## config.mk

```make
export PLATFORM = sky130hd
export DESIGN_NAME = magnitude_comparator_85
export DESIGN_NICKNAME = d
export VERILOG_FILES = /design/src/rtl/magnitude_comparator_85_pkg.sv /design/src/rtl/magnitude_comparator_85_core.sv /design/src/rtl/magnitude_comparator_85.sv
export SDC_FILE = /design/constraint.sdc
export NUM_CORES = 1
export LEC_CHECK = 0
export CORE_AREA = 3 3 40 42
export CTS_BUF_LIST = sky130_fd_sc_hd__clkbuf_16
export DETAILED_ROUTE_END_ITERATION = 6
export DIE_AREA = 0 0 43 45
export SETUP_SLACK_MARGIN = 0.05
export SLEW_MARGIN = 5
export SYNTH_ARGS = -nofsm -noshare
export SYNTH_HDL_FRONTEND = slang
export SYNTH_HIERARCHICAL = 1
export SYNTH_SLANG_ARGS = --single-unit
```

## constraint.sdc

```tcl
create_clock -name clk -period 1.9 [get_ports clk]
set_clock_uncertainty 0.2 [all_clocks]
set_input_delay 0.57 -clock clk [delete_from_list [all_inputs] [get_ports clk]]
set_output_delay 0.57 -clock clk [all_outputs]
set_load 0.02 [all_outputs]
```

## src/rtl/magnitude_comparator_85_pkg.sv

```systemverilog
// Shared types for the registered 74x85-style magnitude comparator.
//   cmp_flags_t     : packed {lt, eq, gt} result triple
//   FLAGS_CLEAR     : value the result register takes on reset
//   cascade_resolve : result for a == b, derived from the lower-order cascade
package magnitude_comparator_85_pkg;

  typedef struct packed {
    logic lt;
    logic eq;
    logic gt;
  } cmp_flags_t;

  localparam cmp_flags_t FLAGS_CLEAR = '{lt: 1'b0, eq: 1'b0, gt: 1'b0};

  // When the operands tie, the lower-order stage decides. Illegal cascade
  // combinations are not cleaned up: 000 yields lt=gt=1 and 101 yields all
  // zero, exactly as the 74x85 does, so chained parts behave identically.
  function automatic cmp_flags_t cascade_resolve(input logic ilt,
                                                 input logic ieq,
                                                 input logic igt);
    cmp_flags_t f;
    f.eq = ieq;
    f.gt = ~ieq & ~ilt;
    f.lt = ~ieq & ~igt;
    return f;
  endfunction

endpackage

```

## src/rtl/magnitude_comparator_85_core.sv

```systemverilog
// Combinational core of the 74x85-style comparator.
//   a, b          : unsigned operands, WIDTH bits
//   ilt, ieq, igt : cascade inputs from the lower-order stage
//   nlt, neq, ngt : next-state compare result (not registered here)
module comparator_85_core
  import magnitude_comparator_85_pkg::*;
#(
  parameter int WIDTH = 4
) (
  input  logic [WIDTH-1:0] a,
  input  logic [WIDTH-1:0] b,
  input  logic             ilt,
  input  logic             ieq,
  input  logic             igt,
  output logic             nlt,
  output logic             neq,
  output logic             ngt
);

  cmp_flags_t flags;

  // A strict inequality on this stage dominates; cascade inputs only matter
  // on a tie.
  always_comb begin
    flags = FLAGS_CLEAR;
    if (a > b) begin
      flags.gt = 1'b1;
    end else if (a < b) begin
      flags.lt = 1'b1;
    end else begin
      flags = cascade_resolve(ilt, ieq, igt);
    end
  end

  assign nlt = flags.lt;
  assign neq = flags.eq;
  assign ngt = flags.gt;

endmodule

```

## src/rtl/magnitude_comparator_85.sv

```systemverilog
// Registered magnitude comparator with 74x85 cascade semantics.
//   clk           : system clock, rising edge
//   rst           : synchronous active-high reset, clears all outputs
//   en            : capture enable; with en=0 the outputs hold
//   a, b          : unsigned operands, WIDTH bits
//   ilt, ieq, igt : cascade inputs (use 0,1,0 for a standalone compare)
//   olt, oeq, ogt : registered result, one cycle after capture
// There is no handshake: en is a plain load strobe, and a result is valid
// from the cycle after any non-reset cycle with en=1 until the next capture.
module magnitude_comparator_85
  import magnitude_comparator_85_pkg::*;
#(
  parameter int WIDTH = 4
) (
  input  logic             clk,
  input  logic             rst,
  input  logic             en,
  input  logic [WIDTH-1:0] a,
  input  logic [WIDTH-1:0] b,
  input  logic             ilt,
  input  logic             ieq,
  input  logic             igt,
  output logic             olt,
  output logic             oeq,
  output logic             ogt
);

  cmp_flags_t core_flags;
  cmp_flags_t flags_d;
  cmp_flags_t flags_q;

  comparator_85_core #(
    .WIDTH(WIDTH)
  ) u_core (
    .a  (a),
    .b  (b),
    .ilt(ilt),
    .ieq(ieq),
    .igt(igt),
    .nlt(core_flags.lt),
    .neq(core_flags.eq),
    .ngt(core_flags.gt)
  );

  always_comb begin
    flags_d = flags_q;
    if (en) begin
      flags_d = core_flags;
    end
  end

  // Reset takes priority over en, discarding any in-flight capture.
  always_ff @(posedge clk) begin
    if (rst) begin
      flags_q <= FLAGS_CLEAR;
    end else begin
      flags_q <= flags_d;
    end
  end

  assign olt = flags_q.lt;
  assign oeq = flags_q.eq;
  assign ogt = flags_q.gt;

endmodule

```

==> flow_summary.ini, run 1 <==
[status]
result_of_the_run = finished, final reports clean

[route]
avgViaCountPerCell = 4.250
first_drt_iteration_drcs = 0
drt-total-wl_um = 635
drt_pass1_iterations = 1
wl_per_cell_um = 9.922
post-route-drc-count = 0
vias = 272
antenna_left = 0

[critical_path]
startpoint_type = primary input
critPathMaxFanout = 3
crit_arrival_ns = 1.70
cp_cell_sequence = dlygate4sd2_1, ha_4, nor2b_4, o211ai_2, a21o_1, mux2i_1, nor2_1
worst-setup-path-type = in2reg
worst_ep_required_time_ns = 1.81
longest_individual_stage_delay_on_the_worst_path_ns = 0.27
worst_setup_path_end_kind = flip-flop
cpMaxStageDelayCell = sky130_fd_sc_hd__ha_4

[timing]
grt_setup_unrepaired = false
final_setup_violation_count = 0
timing.slew.headroom_pct = 85.59
final.period_utilization_pct = 94.06
finalWorstPathRequiredPeriod_ns = 1.787
timing.fmax_mhz = 559.5
final_report_hold_violation_count = 0
setup_tns_ns = 0
worstMarginPinSlew_ns = 0.2170
slew_viol_final = 0

[power]
vdd_drop_max_mv = 0.5226
power.density_cell_area_nw_per_um2 = 885.3
cellLeakagePower_nw = 0.2605

[synth]
synth.ff_latch_count = 3
mappedNetlistArea_um2 = 237.7
synth_warnings = 6
yosysUniqueCellTypes = 12
synthesis.area_per_instance_um2 = 8.490
synthCells = 28
synth_seq_area_share_pct = 25.26
synth.net_count = 46

[cts]
ctsRootBufferMaster = sky130_fd_sc_hd__clkbuf_16
clock_edge_transition_at_the_registers_on_the_reported_setup_and_hold_paths_ns = 0.03
cts_buffers = 3
tritoncts = built
cts_max_path_buffers = 2
worst_skew_pair.late_latency_ns = 0.22
cts.sink_count = 3
cts_htree_levels = 1

[place]
globalplace.congestion = 0.5899
io_buf_count = 16
detailed_placement_wirelength_estimate_um = 478.1

[layout]
drive_above_1_share_pct = 30.61
postLayoutCoreUtil_pct = 42.45
antennaDiodeCount = 0
filler_cell_count = 135
area_growth_pct = 129.5
fin_nets = 68

[floorplan]
rows = 13
core-area_um2 = 1285
fp.dieW_um = 43
chipHeight_um = 45
initial_utilization_pct = 18.50
dieArea_um2 = 1935
io_pins = 17

[global_route]
globalRouteTotalUtil_pct = 7.149
pin_count_of_the_biggest_net_entering_global_routing = 4
grt.met1_usage_pct = 7.674
first_global_vias = 262
gr-total-overflow = 0
grt_busiest_layer = met2
grt_util_met3_pct = 4.382
antenna_found_initial = 0
wire_length_of_the_first_global_routing_pass_um = 1007
grt.met2_usage_pct = 10.18

[flow_run]
timing.max_cap.violations = 0

[min_path]
hold_class = reg2reg
==> synthesized netlist by cell type <==
cell type | count | area [µm²]
sky130_fd_sc_hd__a21o_1 | 1 | 7.510
sky130_fd_sc_hd__a211oi_2 | 1 | 12.51
sky130_fd_sc_hd__nor3_1 | 1 | 5.000
sky130_fd_sc_hd__a21oi_1 | 2 | 10.01
sky130_fd_sc_hd__nor2b_1 | 1 | 6.260
sky130_fd_sc_hd__o211ai_2 | 1 | 12.51
sky130_fd_sc_hd__mux2i_1 | 3 | 30.03
sky130_fd_sc_hd__ha_1 | 4 | 50.05
sky130_fd_sc_hd__dfxtp_1 | 3 | 60.06
sky130_fd_sc_hd__inv_1 | 5 | 18.77
sky130_fd_sc_hd__nand4_1 | 1 | 6.260
sky130_fd_sc_hd__nor2_1 | 5 | 18.77
==> area by class of cell <==
type,count,area [µm²],area share (%)
sequential,3,60.06,11.01
timing repair buffer,17,156.4,28.67
multi-input combinational,20,212.7,38.99
clock inverter,1,3.754,0.6881
inverter,5,18.77,3.440
tap,15,18.77,3.440
clock buffer,3,75.07,13.76
==> where the power goes <==
part           switching (mW)  internal, mW  leakage [nW]  total (mW)
Combinational          0.0366        0.0499         0.194      0.0865
Sequential            0.00176        0.0674        0.0246      0.0691
Clock                  0.0561         0.271        0.0423       0.327
Total                  0.0944         0.389         0.261       0.483
==> flip-flops by register name (all words and copies together) (netlist names) <==
register / cells
oeq: 1
ogt: 1
olt: 1
==> cell usage in the layout (no fill, tap or decap), types with 2 or more instances in the layout <==
cell and n:
sky130_fd_sc_hd__clkbuf_16 3, sky130_fd_sc_hd__clkdlybuf4s15_1 2, sky130_fd_sc_hd__clkdlybuf4s50_1 5, sky130_fd_sc_hd__dfxtp_1 3, sky130_fd_sc_hd__dlygate4sd2_1 9, sky130_fd_sc_hd__ha_4 3
sky130_fd_sc_hd__inv_1 3, sky130_fd_sc_hd__inv_2 3, sky130_fd_sc_hd__mux2i_1 3, sky130_fd_sc_hd__nor2_1 5
==> through the flow <==
stage | instances | hold WS (ns) | instance area (µm²) | setup slack, ns | power (mW)
2_1_floorplan | 28 | 0.3788 | 237.7 | 0.1575 | 0.1047
3_3_place_gp | 59 | 0.2872 | 416.7 | -0.3748 | 0.1458
3_5_place_dp | 59 | 0.2887 | 416.7 | -0.4106 | 0.1468
4_1_cts | 63 | 0.2963 | 518.0 | 0.05728 | 0.4851
5_1_grt | 64 | 0.3265 | 545.5 | 0.02972 | 0.5079
6_report | 64 | 0.2849 | 545.5 | 0.1128 | 0.4830
==> worst paths after layout <==
check,to,depth (start not counted),startpoint,slack [ns]
worst min register to register,oeq$_SDFFE_PP0P_,2,oeq$_SDFFE_PP0P_,0.28
worst max-delay path,olt$_SDFFE_PP0P_,7,a[1],0.11
worst min-delay path,oeq$_SDFFE_PP0P_,2,oeq$_SDFFE_PP0P_,0.28
worst max register to register,olt$_SDFFE_PP0P_,2,olt$_SDFFE_PP0P_,1.10
==> what timing repair did <==
item | 4_1_cts | 5_1_grt
gates resized for setup | 18 | 5
buffers inserted | 0 | 1
setup endpoints to repair | 6 | 3
pin swaps | 11 | 9
hold buffers | 0 | 0
==> per-layer routing <==
layer / vias to the layer above / wire length [µm]
li1: 139 / -
met1: 119 / 248
met2: 14 / 290
met4: 0 / 0
met5: - / 0
met3: 0 / 96
==> critical path, delay by kind of cell <==
kind	cells	cell delay, ns
AOI/OAI and AO/OA	2	0.29
muxes	1	0.14
and+or+nand+nor	2	0.19
buffers and inverters	1	0.25
adders and majority gates	1	0.27
==> logic make-up (layout without fill, tap and decap cells) <==
| group | Yosys count | in the layout | share of synthesized area [%] |
|---|---|---|---|
| AND/OR/NAND/NOR | 8 | 8 | 15.27 |
| AO/OA/AOI/OAI | 5 | 5 | 17.89 |
| buffers and inverters | 5 | 26 | 7.896 |
| adder cells (fa/ha/maj) | 4 | 4 | 21.05 |
| multiplexers | 3 | 3 | 12.63 |
| flip-flops | 3 | 3 | 25.26 |
No activity file was read; power rests on OpenSTA's default activity.
==> run 2: changes to the inputs <==
--- a/config.mk
+++ b/config.mk
@@ -5,10 +5,10 @@
 export SDC_FILE = /design/constraint.sdc
 export NUM_CORES = 1
 export LEC_CHECK = 0
-export CORE_AREA = 3 3 40 42
+export CORE_AREA = 4 4 41 43
 export CTS_BUF_LIST = sky130_fd_sc_hd__clkbuf_16
 export DETAILED_ROUTE_END_ITERATION = 6
-export DIE_AREA = 0 0 43 45
+export DIE_AREA = 0 0 45 47
 export SETUP_SLACK_MARGIN = 0.05
 export SLEW_MARGIN = 5
 export SYNTH_ARGS = -nofsm -noshare
==> flow_summary.ini, run 2 (synthesis results as in run 1) <==
[floorplan]
core-area_um2 = 1301
fp.dieW_um = 45
io_pins = 17
dieArea_um2 = 2115
chipHeight_um = 47
rows = 13
initial_utilization_pct = 18.27

[global_route]
grt.met1_usage_pct = 7.937
globalRouteTotalUtil_pct = 7.419
pin_count_of_the_biggest_net_entering_global_routing = 4
grt_util_met3_pct = 3.065
first_global_vias = 257
grt_busiest_layer = met2
antenna_found_initial = 0
wire_length_of_the_first_global_routing_pass_um = 1048
gr-total-overflow = 0
grt.met2_usage_pct = 11.02

[critical_path]
r2r_start = olt$_SDFFE_PP0P_
startpoint_type = primary input
worst_ep_required_time_ns = 1.86
worst_setup_path_end_kind = flip-flop
cp.depth = 7
cpMaxStageDelayCell = sky130_fd_sc_hd__ha_4
crit-reg2reg-capture = olt$_SDFFE_PP0P_
longest_individual_stage_delay_on_the_worst_path_ns = 0.27
number_of_buffers_and_inverters_on_the_critical_path = 1
critPathMaxFanout = 3
worst_r2r_path_depth = 2
timing.reg2reg.setup_slack_ns = 1.10
worst-setup-path-type = in2reg
crit_arrival_ns = 1.75
critPathLaunch = a[1]
critical_path.top_delay_family = simple AND/OR/NAND/NOR gates
cp_cell_sequence = dlygate4sd2_1, ha_4, nand4_1, nor3_1, a21o_1, mux2i_1, nor2_1

[route]
antenna_left = 0
avgViaCountPerCell = 4.175
vias = 263
wl_per_cell_um = 10.89
drt-total-wl_um = 686
drt_pass1_iterations = 2
first_drt_iteration_drcs = 1
post-route-drc-count = 0

[status]
result_of_the_run = finished, final reports clean

[min_path]
timing.hold.worst_path_depth = 2
hold_class = reg2reg
min_to = oeq$_SDFFE_PP0P_
hold_path_startpoint = oeq$_SDFFE_PP0P_

[place]
globalplace.congestion = 0.6301
io_buf_count = 16
dp.cells = 59

[layout]
mostFrequentLayoutCells = sky130_fd_sc_hd__dlygate4sd2_1, sky130_fd_sc_hd__nor2_1, sky130_fd_sc_hd__clkdlybuf4s50_1
postLayoutCoreUtil_pct = 40.77
commonest_non_fill_non_tap_cell_in_the_layout = sky130_fd_sc_hd__dlygate4sd2_1
fin_nets = 67
area_growth_pct = 123.2
antennaDiodeCount = 0
instances_no_fill = 63
drive_above_1_share_pct = 27.08

[timing]
final_report_hold_violation_count = 0
final_setup_violation_count = 0
slew_viol_final = 0
timing.slew.headroom_pct = 85.81
grt_setup_unrepaired = true
final.period_utilization_pct = 94.50
finalWorstPathRequiredPeriod_ns = 1.795
worstMarginPinSlew_ns = 0.2137
timing.fmax_mhz = 557.0

[power]
swShare_pct = 19.49
vdd_drop_max_mv = 0.5178
netSwitchingPower_mw = 0.09348
cellInternalPower_mw = 0.3861
power.share.combinational_pct = 17.4
power.density_cell_area_nw_per_um2 = 904.0
cellLeakagePower_nw = 0.2547
sequential_cell_fraction_of_total_power_pct = 14.5
clkPwrFrac_pct = 68.0

[cts]
clock_edge_transition_at_the_registers_on_the_reported_setup_and_hold_paths_ns = 0.03
cts.sink_count = 3
tritoncts = built
ctsRootBufferMaster = sky130_fd_sc_hd__clkbuf_16
cts_max_path_buffers = 2
cts_buffers = 3
ctsHoldBuffers = 0
worst_skew_pair.late_latency_ns = 0.22
cts_htree_levels = 1

[flow_run]
timing.max_cap.violations = 0
-- run 2: stage by stage --
stage | TNS, ns | instance area, µm² | power, mW | hold WS (ns) | setup slack (ns)
floorplan | 0 | 237.7 | 0.1047 | 0.3788 | 0.1575
global placement | -1.118 | 416.7 | 0.1463 | 0.3010 | -0.3826
detailed placement | -1.125 | 416.7 | 0.1465 | 0.2930 | -0.3774
CTS | 0 | 530.5 | 0.4834 | 0.3176 | 0.08113
global route | 0 | 530.5 | 0.5054 | 0.3500 | 0.04279
finish | 0 | 530.5 | 0.4796 | 0.3171 | 0.1045
-- run 2: timing repair --
action / in CTS / in global routing
pin swaps: 8 / 1
setup buffers: 0 / 0
gates resized for setup: 20 / 0
endpoints found under the setup margin: 6 / 1
-- run 2: layout make-up --
class / count / area (µm²)
clock buffer: 3 / 75.07
clock inverter: 1 / 3.754
fill: 148 / 770.7
inverter: 5 / 18.77
multi-input combinational: 20 / 207.7
sequential: 3 / 60.06
tap: 15 / 18.77
timing repair buffer: 16 / 146.4
-- run 2: worst max path at each step --
stage | to
final | olt$_SDFFE_PP0P_
after global routing | olt$_SDFFE_PP0P_
after CTS | oeq$_SDFFE_PP0P_
after detailed placement | olt$_SDFFE_PP0P_
after global placement | olt$_SDFFE_PP0P_
after floorplan | olt$_SDFFE_PP0P_
-- run 2: routing by layer --
layer	share of wire (%)	routed length (µm)	vias up
li1	-	-	137
met1	44	301	111
met2	42	287	15
met3	14	97	0
met4	0	0	0
met5	0	0	-
-- run 2: worst register-to-register path, stage by stage (launching register included) --
cell and delay (ns):
sky130_fd_sc_hd__dfxtp_1 0.30, sky130_fd_sc_hd__mux2i_1 0.12, sky130_fd_sc_hd__nor2_1 0.06
-- run 2: power by group through the flow --
stage | Clock (mW) | Combinational (mW) | Sequential [mW]
5_1_grt | 0.343 | 0.0926 | 0.0701
4_1_cts | 0.331 | 0.0831 | 0.0697
2_1_floorplan | 0 | 0.0300 | 0.0747
6_report | 0.326 | 0.0836 | 0.0697
3_5_place_dp | 0 | 0.0761 | 0.0704
3_3_place_gp | 0 | 0.0758 | 0.0705
